[src/rtl/design1_wrapper_if.sv]
// Bus bundle for the snoop devil: AXI4-Lite register port plus the ACE snoop AC/CR/CD channels.
interface design1_wrapper_if #(
  parameter int AW_LITE = 7,
  parameter int AC_AW   = 44
);
  logic [AW_LITE-1:0] s_awaddr;
  logic               s_awvalid;
  logic               s_awready;
  logic [31:0]        s_wdata;
  logic [3:0]         s_wstrb;
  logic               s_wvalid;
  logic               s_wready;
  logic [1:0]         s_bresp;
  logic               s_bvalid;
  logic               s_bready;
  logic [AW_LITE-1:0] s_araddr;
  logic               s_arvalid;
  logic               s_arready;
  logic [31:0]        s_rdata;
  logic [1:0]         s_rresp;
  logic               s_rvalid;
  logic               s_rready;
  logic [AC_AW-1:0]   acaddr_0;
  logic [3:0]         acsnoop_0;
  logic               acvalid_0;
  logic               acready_0;
  logic               crvalid_0;
  logic [4:0]         crresp_0;
  logic               crready_0;
  logic               cdvalid_0;
  logic [31:0]        cddata_0;
  logic               cdlast_0;
  logic               cdready_0;

  modport master (
    output s_awaddr, s_awvalid, s_wdata, s_wstrb, s_wvalid, s_bready,
    output s_araddr, s_arvalid, s_rready,
    output acaddr_0, acsnoop_0, acvalid_0, crready_0, cdready_0,
    input  s_awready, s_wready, s_bresp, s_bvalid,
    input  s_arready, s_rdata, s_rresp, s_rvalid,
    input  acready_0, crvalid_0, crresp_0, cdvalid_0, cddata_0, cdlast_0
  );

  modport slave (
    input  s_awaddr, s_awvalid, s_wdata, s_wstrb, s_wvalid, s_bready,
    input  s_araddr, s_arvalid, s_rready,
    input  acaddr_0, acsnoop_0, acvalid_0, crready_0, cdready_0,
    output s_awready, s_wready, s_bresp, s_bvalid,
    output s_arready, s_rdata, s_rresp, s_rvalid,
    output acready_0, crvalid_0, crresp_0, cdvalid_0, cddata_0, cdlast_0
  );
endinterface

[src/rtl/design1_wrapper.sv]
// Snoop-channel fault-injection controller: delays, forces or forges ACE snoop responses.
// Optional DEVIL_PDT_EN builds the PDT function and the CD data path.
module design1_wrapper #(
  parameter int AW_LITE = 7,
  parameter int AC_AW   = 44
) (
  input logic              clk_100MHz,
  input logic              reset,
  design1_wrapper_if.slave bus
);
  localparam logic [3:0] FUNC_OSH = 4'd0;
  localparam logic [3:0] FUNC_CON = 4'd1;
  localparam logic [3:0] FUNC_PDT = 4'd4;
  localparam logic [3:0] TEST_DELAY_CR = 4'd1;

  typedef enum logic [1:0] {ST_IDLE, ST_WAIT, ST_RESP, ST_DATA} state_t;

  logic [31:0] ctrl, delay, base_addr, mem_size;
  logic [3:0]  acsnoop_reg;
  logic        status_done;
  logic        aw_ready, b_valid, ar_ready, r_valid;
  logic [31:0] r_data, rd_val;
  logic        wr_fire, rd_fire, done_set;
  logic [4:0]  wr_idx, rd_idx;

  state_t      state;
  logic [31:0] wait_cnt;
  logic        ac_ready, cr_valid, osh_q, data_q, ac_fire;
  logic [4:0]  cr_resp;
  logic [3:0]  func;
  logic        func_ok, filt_ok, win_ok, hit;
  logic [AC_AW:0] win_lo, win_end;

`ifdef DEVIL_PDT_EN
  logic [31:0] wdata_reg [4];
  logic [31:0] snap [4];
  logic [31:0] cd_data;
  logic        cd_valid, cd_last;
  logic [1:0]  beat;
`endif

  function automatic logic [31:0] merge(input logic [31:0] old_v, input logic [31:0] new_v,
                                        input logic [3:0] strb);
    logic [31:0] res;
    for (int i = 0; i < 4; i++) res[i*8 +: 8] = strb[i] ? new_v[i*8 +: 8] : old_v[i*8 +: 8];
    return res;
  endfunction

  assign wr_idx  = bus.s_awaddr[6:2];
  assign rd_idx  = bus.s_araddr[6:2];
  assign wr_fire = aw_ready && bus.s_awvalid && bus.s_wvalid;
  assign rd_fire = ar_ready && bus.s_arvalid;
  assign ac_fire = ac_ready && bus.acvalid_0;
  assign done_set = (state == ST_RESP) && bus.crready_0 && osh_q;

  assign bus.s_awready = aw_ready;
  assign bus.s_wready  = aw_ready;
  assign bus.s_bvalid  = b_valid;
  assign bus.s_bresp   = 2'b00;
  assign bus.s_arready = ar_ready;
  assign bus.s_rvalid  = r_valid;
  assign bus.s_rdata   = r_data;
  assign bus.s_rresp   = 2'b00;
  assign bus.acready_0 = ac_ready;
  assign bus.crvalid_0 = cr_valid;
  assign bus.crresp_0  = cr_resp;

`ifdef DEVIL_PDT_EN
  assign bus.cdvalid_0 = cd_valid;
  assign bus.cddata_0  = cd_data;
  assign bus.cdlast_0  = cd_last;
  logic unused_bits;
  assign unused_bits = ^{bus.s_awaddr[1:0], bus.s_araddr[1:0]};
`else
  assign bus.cdvalid_0 = 1'b0;
  assign bus.cddata_0  = '0;
  assign bus.cdlast_0  = 1'b0;
  logic unused_bits;
  assign unused_bits = ^{bus.s_awaddr[1:0], bus.s_araddr[1:0], bus.cdready_0};
`endif

  // A DONE set on the CR handshake overrides a same-cycle W1C clear.
  always_ff @(posedge clk_100MHz or posedge reset) begin
    if (reset) begin
      ctrl        <= '0;
      delay       <= '0;
      base_addr   <= '0;
      mem_size    <= '0;
      acsnoop_reg <= '0;
      status_done <= 1'b0;
`ifdef DEVIL_PDT_EN
      for (int i = 0; i < 4; i++) wdata_reg[i] <= '0;
`endif
    end else begin
      if (wr_fire) begin
        case (wr_idx)
          5'h00: ctrl <= merge(ctrl, bus.s_wdata, bus.s_wstrb);
          5'h01: if (bus.s_wstrb[0] && bus.s_wdata[0]) status_done <= 1'b0;
          5'h02: delay <= merge(delay, bus.s_wdata, bus.s_wstrb);
          5'h03: if (bus.s_wstrb[0]) acsnoop_reg <= bus.s_wdata[3:0];
          5'h04: base_addr <= merge(base_addr, bus.s_wdata, bus.s_wstrb);
          5'h05: mem_size <= merge(mem_size, bus.s_wdata, bus.s_wstrb);
`ifdef DEVIL_PDT_EN
          5'h10, 5'h11, 5'h12, 5'h13:
            wdata_reg[wr_idx[1:0]] <= merge(wdata_reg[wr_idx[1:0]], bus.s_wdata, bus.s_wstrb);
`endif
          default: ;
        endcase
      end
      if (done_set) status_done <= 1'b1;
    end
  end

  always_comb begin
    rd_val = '0;
    case (rd_idx)
      5'h00: rd_val = ctrl;
      5'h01: rd_val = {31'b0, status_done};
      5'h02: rd_val = delay;
      5'h03: rd_val = {28'b0, acsnoop_reg};
      5'h04: rd_val = base_addr;
      5'h05: rd_val = mem_size;
`ifdef DEVIL_PDT_EN
      5'h10, 5'h11, 5'h12, 5'h13: rd_val = wdata_reg[rd_idx[1:0]];
`endif
      default: rd_val = '0;
    endcase
  end

  // Ready is a one-cycle pulse, so only one write and one read can be outstanding.
  always_ff @(posedge clk_100MHz or posedge reset) begin
    if (reset) begin
      aw_ready <= 1'b0;
      b_valid  <= 1'b0;
      ar_ready <= 1'b0;
      r_valid  <= 1'b0;
      r_data   <= '0;
    end else begin
      if (aw_ready) aw_ready <= 1'b0;
      else if (bus.s_awvalid && bus.s_wvalid && !b_valid) aw_ready <= 1'b1;
      if (wr_fire) b_valid <= 1'b1;
      else if (bus.s_bready) b_valid <= 1'b0;
      if (ar_ready) ar_ready <= 1'b0;
      else if (bus.s_arvalid && !r_valid) ar_ready <= 1'b1;
      if (rd_fire) begin
        r_valid <= 1'b1;
        r_data  <= rd_val;
      end else if (bus.s_rready) begin
        r_valid <= 1'b0;
      end
    end
  end

  always_comb begin
    func    = ctrl[8:5];
    win_lo  = {{(AC_AW-31){1'b0}}, base_addr};
    win_end = {{(AC_AW-31){1'b0}}, base_addr} + {{(AC_AW-31){1'b0}}, mem_size};
    case (func)
      FUNC_OSH: func_ok = ctrl[16] && !status_done;
      FUNC_CON: func_ok = ctrl[17];
`ifdef DEVIL_PDT_EN
      FUNC_PDT: func_ok = ctrl[20];
`endif
      default:  func_ok = 1'b0;
    endcase
    filt_ok = !ctrl[14] || (bus.acsnoop_0 == acsnoop_reg);
    win_ok  = !ctrl[15] || (({1'b0, bus.acaddr_0} >= win_lo) && ({1'b0, bus.acaddr_0} < win_end));
    hit     = ctrl[0] && func_ok && filt_ok && win_ok;
  end

  // The decision, response code and forged data are frozen at the AC handshake.
  always_ff @(posedge clk_100MHz or posedge reset) begin
    if (reset) begin
      state    <= ST_IDLE;
      ac_ready <= 1'b0;
      cr_valid <= 1'b0;
      cr_resp  <= '0;
      osh_q    <= 1'b0;
      data_q   <= 1'b0;
      wait_cnt <= '0;
`ifdef DEVIL_PDT_EN
      cd_valid <= 1'b0;
      cd_last  <= 1'b0;
      cd_data  <= '0;
      beat     <= '0;
      for (int i = 0; i < 4; i++) snap[i] <= '0;
`endif
    end else begin
      case (state)
        ST_IDLE: begin
          ac_ready <= 1'b1;
          if (ac_fire) begin
            ac_ready <= 1'b0;
            osh_q    <= hit && (func == FUNC_OSH);
            data_q   <= hit && (func == FUNC_PDT) && ctrl[9];
            cr_resp  <= hit ? ctrl[13:9] : 5'd0;
`ifdef DEVIL_PDT_EN
            for (int i = 0; i < 4; i++) snap[i] <= wdata_reg[i];
`endif
            if (hit && (ctrl[4:1] == TEST_DELAY_CR) && (delay != 32'd0)) begin
              state    <= ST_WAIT;
              wait_cnt <= delay - 32'd1;
            end else begin
              state    <= ST_RESP;
              cr_valid <= 1'b1;
            end
          end
        end
        ST_WAIT: begin
          if (wait_cnt == 32'd0) begin
            state    <= ST_RESP;
            cr_valid <= 1'b1;
          end else begin
            wait_cnt <= wait_cnt - 32'd1;
          end
        end
        ST_RESP: begin
          if (bus.crready_0) begin
            cr_valid <= 1'b0;
            cr_resp  <= '0;
`ifdef DEVIL_PDT_EN
            if (data_q) begin
              state    <= ST_DATA;
              cd_valid <= 1'b1;
              cd_data  <= snap[0];
              cd_last  <= 1'b0;
              beat     <= 2'd0;
            end else begin
              state    <= ST_IDLE;
              ac_ready <= 1'b1;
            end
`else
            state    <= ST_IDLE;
            ac_ready <= 1'b1;
`endif
          end
        end
        ST_DATA: begin
`ifdef DEVIL_PDT_EN
          if (bus.cdready_0) begin
            if (beat == 2'd3) begin
              cd_valid <= 1'b0;
              cd_last  <= 1'b0;
              cd_data  <= '0;
              state    <= ST_IDLE;
              ac_ready <= 1'b1;
            end else begin
              beat    <= beat + 2'd1;
              cd_data <= snap[beat + 2'd1];
              cd_last <= (beat == 2'd2);
            end
          end
`else
          state    <= ST_IDLE;
          ac_ready <= 1'b1;
`endif
        end
        default: state <= ST_IDLE;
      endcase
    end
  end
endmodule

[src/flat_wrapper.sv]
// flat-port wrapper written by rule: the top's interface ports become plain ports
module design1_wrapper_flat 
#(
  parameter int AW_LITE = 7,
  parameter int AC_AW   = 44
)
  (clk_100MHz, reset, bus_s_awaddr, bus_s_awvalid, bus_s_wdata, bus_s_wstrb, bus_s_wvalid, bus_s_bready, bus_s_araddr, bus_s_arvalid, bus_s_rready, bus_acaddr_0, bus_acsnoop_0, bus_acvalid_0, bus_crready_0, bus_cdready_0, bus_s_awready, bus_s_wready, bus_s_bresp, bus_s_bvalid, bus_s_arready, bus_s_rdata, bus_s_rresp, bus_s_rvalid, bus_acready_0, bus_crvalid_0, bus_crresp_0, bus_cdvalid_0, bus_cddata_0, bus_cdlast_0);
  design1_wrapper_if #(.AW_LITE(AW_LITE), .AC_AW(AC_AW)) bus_i ();
  input logic clk_100MHz;
  input logic reset;
  input wire logic [$bits(bus_i.s_awaddr)-1:0] bus_s_awaddr;
  input wire logic [$bits(bus_i.s_awvalid)-1:0] bus_s_awvalid;
  input wire logic [$bits(bus_i.s_wdata)-1:0] bus_s_wdata;
  input wire logic [$bits(bus_i.s_wstrb)-1:0] bus_s_wstrb;
  input wire logic [$bits(bus_i.s_wvalid)-1:0] bus_s_wvalid;
  input wire logic [$bits(bus_i.s_bready)-1:0] bus_s_bready;
  input wire logic [$bits(bus_i.s_araddr)-1:0] bus_s_araddr;
  input wire logic [$bits(bus_i.s_arvalid)-1:0] bus_s_arvalid;
  input wire logic [$bits(bus_i.s_rready)-1:0] bus_s_rready;
  input wire logic [$bits(bus_i.acaddr_0)-1:0] bus_acaddr_0;
  input wire logic [$bits(bus_i.acsnoop_0)-1:0] bus_acsnoop_0;
  input wire logic [$bits(bus_i.acvalid_0)-1:0] bus_acvalid_0;
  input wire logic [$bits(bus_i.crready_0)-1:0] bus_crready_0;
  input wire logic [$bits(bus_i.cdready_0)-1:0] bus_cdready_0;
  output wire logic [$bits(bus_i.s_awready)-1:0] bus_s_awready;
  output wire logic [$bits(bus_i.s_wready)-1:0] bus_s_wready;
  output wire logic [$bits(bus_i.s_bresp)-1:0] bus_s_bresp;
  output wire logic [$bits(bus_i.s_bvalid)-1:0] bus_s_bvalid;
  output wire logic [$bits(bus_i.s_arready)-1:0] bus_s_arready;
  output wire logic [$bits(bus_i.s_rdata)-1:0] bus_s_rdata;
  output wire logic [$bits(bus_i.s_rresp)-1:0] bus_s_rresp;
  output wire logic [$bits(bus_i.s_rvalid)-1:0] bus_s_rvalid;
  output wire logic [$bits(bus_i.acready_0)-1:0] bus_acready_0;
  output wire logic [$bits(bus_i.crvalid_0)-1:0] bus_crvalid_0;
  output wire logic [$bits(bus_i.crresp_0)-1:0] bus_crresp_0;
  output wire logic [$bits(bus_i.cdvalid_0)-1:0] bus_cdvalid_0;
  output wire logic [$bits(bus_i.cddata_0)-1:0] bus_cddata_0;
  output wire logic [$bits(bus_i.cdlast_0)-1:0] bus_cdlast_0;
  assign bus_i.s_awaddr = bus_s_awaddr;
  assign bus_i.s_awvalid = bus_s_awvalid;
  assign bus_i.s_wdata = bus_s_wdata;
  assign bus_i.s_wstrb = bus_s_wstrb;
  assign bus_i.s_wvalid = bus_s_wvalid;
  assign bus_i.s_bready = bus_s_bready;
  assign bus_i.s_araddr = bus_s_araddr;
  assign bus_i.s_arvalid = bus_s_arvalid;
  assign bus_i.s_rready = bus_s_rready;
  assign bus_i.acaddr_0 = bus_acaddr_0;
  assign bus_i.acsnoop_0 = bus_acsnoop_0;
  assign bus_i.acvalid_0 = bus_acvalid_0;
  assign bus_i.crready_0 = bus_crready_0;
  assign bus_i.cdready_0 = bus_cdready_0;
  assign bus_s_awready = bus_i.s_awready;
  assign bus_s_wready = bus_i.s_wready;
  assign bus_s_bresp = bus_i.s_bresp;
  assign bus_s_bvalid = bus_i.s_bvalid;
  assign bus_s_arready = bus_i.s_arready;
  assign bus_s_rdata = bus_i.s_rdata;
  assign bus_s_rresp = bus_i.s_rresp;
  assign bus_s_rvalid = bus_i.s_rvalid;
  assign bus_acready_0 = bus_i.acready_0;
  assign bus_crvalid_0 = bus_i.crvalid_0;
  assign bus_crresp_0 = bus_i.crresp_0;
  assign bus_cdvalid_0 = bus_i.cdvalid_0;
  assign bus_cddata_0 = bus_i.cddata_0;
  assign bus_cdlast_0 = bus_i.cdlast_0;
  design1_wrapper #(.AW_LITE(AW_LITE), .AC_AW(AC_AW)) u_core (.clk_100MHz(clk_100MHz), .reset(reset), .bus(bus_i));
endmodule
[config.mk]
export PLATFORM = sky130hd
export DESIGN_NAME = design1_wrapper_flat
export DESIGN_NICKNAME = d
export VERILOG_FILES = /design/src/rtl/design1_wrapper_if.sv /design/src/rtl/design1_wrapper.sv /design/src/flat_wrapper.sv
export SDC_FILE = /design/constraint.sdc
export NUM_CORES = 1
export LEC_CHECK = 0
export BUFFER_PORTS_ARGS = -buffer_cell sky130_fd_sc_hd__buf_2
export CORE_MARGIN = 2
export CORE_UTILIZATION = 53
export DETAILED_ROUTE_END_ITERATION = 8
export GPL_ROUTABILITY_DRIVEN = 1
export MAX_ROUTING_LAYER = met4
export PLACE_DENSITY = 0.81
export SLEW_MARGIN = 40
export SYNTH_ARGS = -nofsm -noshare
export SYNTH_HDL_FRONTEND = slang
export SYNTH_SLANG_ARGS = --single-unit
[constraint.sdc]
create_clock -name clk_100MHz -period 7.11 [get_ports clk_100MHz]
set_input_delay 1.422 -clock clk_100MHz [delete_from_list [all_inputs] [get_ports clk_100MHz]]
set_output_delay 1.422 -clock clk_100MHz [all_outputs]
set_load 0.03 [all_outputs]
==> After elaboration in Yosys (flattened, before gate mapping) <==
Index checks and enable logic that the tools add are counted.
{ "word_totals": {"inputBits": 108, "wordCells": 155, "register_bits": 211, "out_inout_bits": 82} }
{ "op_classes": {"n_reduce_logical": 64, "mux": 35, "add_sub_neg": 3, "n_eq_ne": 22, "magnitude_cmp": 2} }
{ "ops": {"columns": ["op", "count"], "rows": [
  ["$pmux 32 s6", 1],
  ["$mux 32", 3],
  ["$pmux 32 s2", 1],
  ["$sub 32x1->32 const B", 2],
  ["$reduce_and 3->1", 20],
  ["$lt 44x45->1", 1],
  ["$ge 44x32->1", 1],
  ["$add 32x32->33", 1],
  ["$logic_not 32->1", 1],
  ["$reduce_bool 32->1", 1],
  ["$eq 5x2->1 const B", 4],
  ["$eq 5x3->1 const B", 4],
  ["$logic_and 1x1->1", 18],
  ["$mux 1", 18],
  ["$mux 5", 3],
  ["$reduce_bool 2->1", 7],
  ["$eq 5x1->1 const B", 2],
  ["$logic_not 5->1", 2],
  ["$pmux 5 s2", 1],
  ["$eq 4x1->1 const B", 2],
  ["$mux 2", 4],
  ["$pmux 2 s4", 1],
  ["$ne 2x1->1 const B", 3],
  ["$ne 2x2->1 const B", 3],
  ["other kinds (13)", 22]
]} }

==> Depth between registers and ports, before layout <==
{ "logic_depth": {"word_depth": 11, "depth_mapped": 24, "depth_no_buf": 23} }

==> Worst setup path after synthesis <==
OpenSTA, ideal clock, no wires.
{ "synth_timing": {"path_type": "register to register", "start": "reg u_core.state[0]", "end": "reg u_core.wait_cnt[30]", "setup_time_ns": 0.125, "setup_slack_ns": 2.277, "path_buffers": 8, "t_arrival_ns": 4.708, "period_less_slack_ns": 4.833, "path_stages_with_launch": 20, "path_cell_list": "dfrtp_1 buf_6 nor2b_4 buf_6 clkbuf_1 clkbuf_1 clkbuf_1 buf_1 buf_1 mux2i_1 ha_1 o211ai_1 a211o_1 or3_1 buf_2 or4_4 nor2_4 mux2_2 o21ai_0 o21ai_1"} }
{ "synth_via": {"elab_chain_cells": 3, "word_cells_on_any_way": 8, "classes_between": "eq/ne: 4; mux: 1; reduce/logical: 3"} }
{ "synth_lines": {"columns": ["element", "line_no", "rtl"], "rows": [
  ["start: declaration", "design1_wrapper.sv:26", "state_t state;"],
  ["start signal: assignment", "design1_wrapper.sv:174", "state <= ST_IDLE;"],
  ["start signal: assignment", "design1_wrapper.sv:201", "state <= ST_WAIT;"],
  ["start signal: assignment", "design1_wrapper.sv:204", "state <= ST_RESP;"],
  ["$eq 2x1->1 or $logic_not 2->1 (tied branches)", "design1_wrapper.sv:189", "case (state)"],
  ["$ne 2x2->1 (no line), or another cell as far along", null, null],
  ["$reduce_and 4->1 (no line)", null, null],
  ["end signal: assignment", "design1_wrapper.sv:202", "wait_cnt <= delay - 32'd1;"],
  ["end signal: assignment", "design1_wrapper.sv:214", "wait_cnt <= wait_cnt - 32'd1;"],
  ["end: declaration", "design1_wrapper.sv:27", "logic [31:0] wait_cnt;"]
]} }
Several ways; a longest one is shown, not always the timed one.
A chain may end at the register's enable or synchronous reset.

==> Final worst setup path <==
{ "layout_timing": {"start": "reg u_core.base_addr[3]", "end": "reg u_core.wait_cnt[13]"} }
{ "layout_via": {"elab_chain_cells": 9, "word_cells_on_any_way": 10, "classes_between": "add/sub: 1; order compare: 2; eq/ne: 1; reduce/logical: 6"} }
{ "layout_lines": {"columns": ["element", "line_no", "rtl"], "rows": [
  ["start: declaration", "design1_wrapper.sv:18", "logic [31:0] ctrl, delay, base_addr, mem_size;"],
  ["start signal: assignment", "design1_wrapper.sv:101", "5'h04: base_addr <= merge(base_addr, bus.s_wdata, bus.s_wstrb);"],
  ["$add 32x32->33", "design1_wrapper.sv:157", "win_end = {{(AC_AW-31){1'b0}}, base_addr} + {{(AC_AW-31){1'b0}}, mem_size};"],
  ["$lt 44x45->1", "design1_wrapper.sv:167", "win_ok = !ctrl[15] || (({1'b0, bus.acaddr_0} >= win_lo) && ({1'b0, bus.acaddr_0} < win_end));"],
  ["$logic_and 1x1->1 *", "design1_wrapper.sv:167", null],
  ["$logic_or 1x1->1 *", "design1_wrapper.sv:167", null],
  ["$logic_and 1x1->1 *", "design1_wrapper.sv:168", "hit = ctrl[0] && func_ok && filt_ok && win_ok;"],
  ["$logic_and 1x1->1 * (2 in a row)", "design1_wrapper.sv:200", "if (hit && (ctrl[4:1] == TEST_DELAY_CR) && (delay != 32'd0)) begin"],
  ["$ne 2x1->1 (no line) *", null, null],
  ["$reduce_and 4->1 (no line) *", null, null]
]} }
Every way passes the cells marked *; elsewhere a longest branch is shown, timed or not.

==> flow_summary.ini <==
[routing]
via_count = 12482
drc = 0
routed_wl_um = 41400
ant_nets = 0
dr.pass1.iters = 5
drtIter0Drc = 1464
vias_per_cell = 6.41
wire_per_inst_um = 21.2

[synthesis]
synth_compound_area_share_pct = 20.7
synth_top_family_by_area = compound AO/OA/AOI/OAI gates
syn_inst = 1467
synth_seq_cells = 211
syn_avg_cell_area_um2 = 9.59
synthAdderAreaFrac_pct = 8.77
ys_warn_count = 0
synth_cell_types = 77
synth_edf_count = 0
muxShareOfSynthArea_pct = 11.7
synth-xor-area-share_pct = 2.24
synth_area_um2 = 14100
async_reset_ff_share_pct = 100
ys_seq_area_share_pct = 37.5
synth_simple_gate_area_share_pct = 13.7
synth_top_flop_cell = dfrtp_1

[sta]
relSlewSlack_pct = 44.4
setup_viol_count_final = 0
fin_tns_setup_ps = 0
clock.fmax_mhz = 166
slew_violations = 0
grt_setup_unrepaired = no
worst_hold_slack_ps = 458
timing.final.ws_setup_ps = 1090
period_needed_ps = 6020
tightest_slew_ps = 826
finalCritPeriodShare_pct = 84.7
fin_skew_ps = 13.6
hold_viol = 0

[clocking]
post_cts_buffers = 0
root_buffer = clkbuf_16
path_clk_slew_ps = 60
cts_buffers = 25
cts_tree = done
holdBufCountCts = 0
h-tree-depth = 1
cts.sinks = 211
clock_path_buffers = 3
ctsResizeCount = 0
clock_latency_ps = 530

[cells_and_area]
drive_gt1_share_pct = 22.4
syn2layout_area_growth_pct = 12.8
nets = 1800
antenna_cells = 0
multiInputGateArea_um2 = 8230
regArea_um2 = 5280
nFillCells = 2166
utilization_pct = 60.9

[grt]
grt.total_usage_pct = 29.6
grt_max_degree = 132
gr-total-overflow = 0
grt_pass1_vias = 11847
grt_pass1_wl_um = 64600
grt_antenna_before_repair = 1

[floorplanning]
dieHeight_um = 167
die_x_um = 167
die-area_um2 = 27900
start_util_pct = 54.0
ios = 190
rows = 59
core_area_um2 = 26100

[placement]
gp_congestion = 0.958
hpwl_um = 30300
place_ws_ps = 1260
port_buffers = 146

[worst_setup_path]
worstPathArrival_ps = 6440
critical_path.cell_chain = ha_1 -> o21ai_0 -> o21ai_0 -> a2111o_1 -> nand2_1 -> a311oi_1 -> a31oi_1 -> o21ai_0 -> a21oi_1 -> xor2_1 -> ha_1 -> a21o_1 -> a21o_1 -> a211oi_1 -> o2111ai_1 -> o31ai_2 -> nand2_1 -> inv_1 -> buf_4 -> nor2_1 -> nor4_1
crit_family = compound AO/OA/AOI/OAI gates
critical_path_buf_inv_count = 2
cp-end-kind = register
crit_top_cell = o21ai_0
startpoint_type = register
slowest_delay_ps = 590
slowest_stage = a311oi_1
required_ps = 7530
worstSetupPathType = register to register
cp_max_fo = 19

[run_status]
status = complete, no violations

[pwr]
p_leak_nw = 7.46
p_per_area_nw_per_um2 = 239
ir_worst_vdd_mv = 0.206
total_power_w = 0.00380

[job]
drv_cap = 0

[min_path]
hold_path_class = register to register
## per-stage QoR
stage / cell area (um2) / instances
finish: 15900 / 1947
global route: 15900 / 1947
CTS: 15800 / 1947
detailed placement: 15000 / 1902
global placement: 15000 / 1902
floorplan: 14200 / 1504
## Yosys cell counts, types with 6 or more instances
library cell	count	area (um2)
a211oi_1	8	60.1
dfrtp_1	211	5280
clkbuf_1	50	188
a21oi_1	88	440
nand2_1	99	372
buf_4	41	308
a22oi_1	63	473
and2_1	7	43.8
o31ai_1	8	60.1
o21a_1	10	75.1
xnor2_1	20	175
nor4_1	17	106
inv_1	56	210
a311o_1	6	60.1
a31oi_1	17	106
ha_1	97	1210
mux2i_1	15	150
a2111oi_0	6	52.6
o21bai_1	10	75.1
nand3b_1	10	75.1
nand3_1	32	160
nor2b_1	9	56.3
nand4_1	17	106
nor2_1	107	402
a221oi_1	7	61.3
o21ai_0	87	435
o221ai_1	9	78.8
or3_1	7	43.8
mux2_2	131	1480
xor2_1	16	140
a21o_1	29	218
nor3_1	34	170
and3_1	8	50.1
a22o_1	39	342
nand2b_1	11	68.8
## placed cells by master, fill, tap and decap left out, drive strengths merged, types with 7 or more instances in the layout
cell type / netlist / layout
clkbuf: 50 / 33
and3: 8 / 8
xnor2: 20 / 20
nand4: 17 / 17
o21bai: 10 / 10
o31ai: 8 / 8
a21o: 29 / 29
conb: 1 / 38
nand2: 99 / 99
and2: 7 / 7
a31oi: 17 / 17
nor3: 35 / 35
a21oi: 88 / 88
ha: 97 / 97
a22oi: 63 / 63
inv: 56 / 56
o21a: 10 / 10
o221ai: 9 / 9
a211oi: 8 / 8
a22o: 39 / 39
or3: 8 / 8
nor2: 108 / 108
o21ai: 89 / 89
nand2b: 12 / 12
nand3b: 10 / 10
nor4: 17 / 17
xor2: 16 / 16
mux2: 133 / 133
mux2i: 15 / 15
a221oi: 7 / 7
dfrtp: 211 / 211
buf: 48 / 161
nand3: 32 / 32
nor2b: 10 / 10
## metal layers
metal / track usage (%) / wire length, um
met5: - / 0
met4: 9.97 / 1420
met3: 4.13 / 3510
met2: 47.2 / 19500
met1: 39.0 / 16900
## layout make-up
type | instances | share of cell area (%)
multi-input cells | 1139 | 51.9
flip-flops and latches | 211 | 33.3
repair buffers | 161 | 5.39
clock buffers | 33 | 4.39
well taps | 335 | 2.64
inverters | 56 | 1.35
clock inverters | 12 | 1.06
## worst paths after layout
check                                                startpoint                               to  slack [ps]  cells past startpoint
worst max-delay path            u_core.base_addr[3]$_DFFE_PP0P_  u_core.wait_cnt[13]$_DFFE_PP0P_        1090                     21
worst min-delay path            u_core.bus.s_bvalid$_DFFE_PP0P_   u_core.bus.s_awready$_DFF_PP0_         460                      1
worst max register to register  u_core.base_addr[3]$_DFFE_PP0P_  u_core.wait_cnt[13]$_DFFE_PP0P_        1090                     21
worst min register to register  u_core.bus.s_bvalid$_DFFE_PP0P_   u_core.bus.s_awready$_DFF_PP0_         460                      1
max in group asynchronous                                 reset   u_core.bus.s_awready$_DFF_PP0_        5020                      3
min in group asynchronous                                 reset  u_core.bus.s_rvalid$_DFFE_PP0P_         960                      2
## report_power, final
| group | switching [W] | internal, W |
|---|---|---|
| Clock | 0.000520 | 0.000831 |
| Combinational | 0.000644 | 0.000349 |
| Sequential | 0.000148 | 0.00130 |
| Total | 0.00131 | 0.00248 |
## cells by family after synthesis
logic type / Yosys count
AND/OR/NAND/NOR: 389
buffers and inverters: 154
flip-flops: 211
AO/OA/AOI/OAI: 430
multiplexers: 148
XOR/XNOR: 36
adder cells (fa/ha/maj): 98
other: 1
Power figures use the tool's default switching activity.
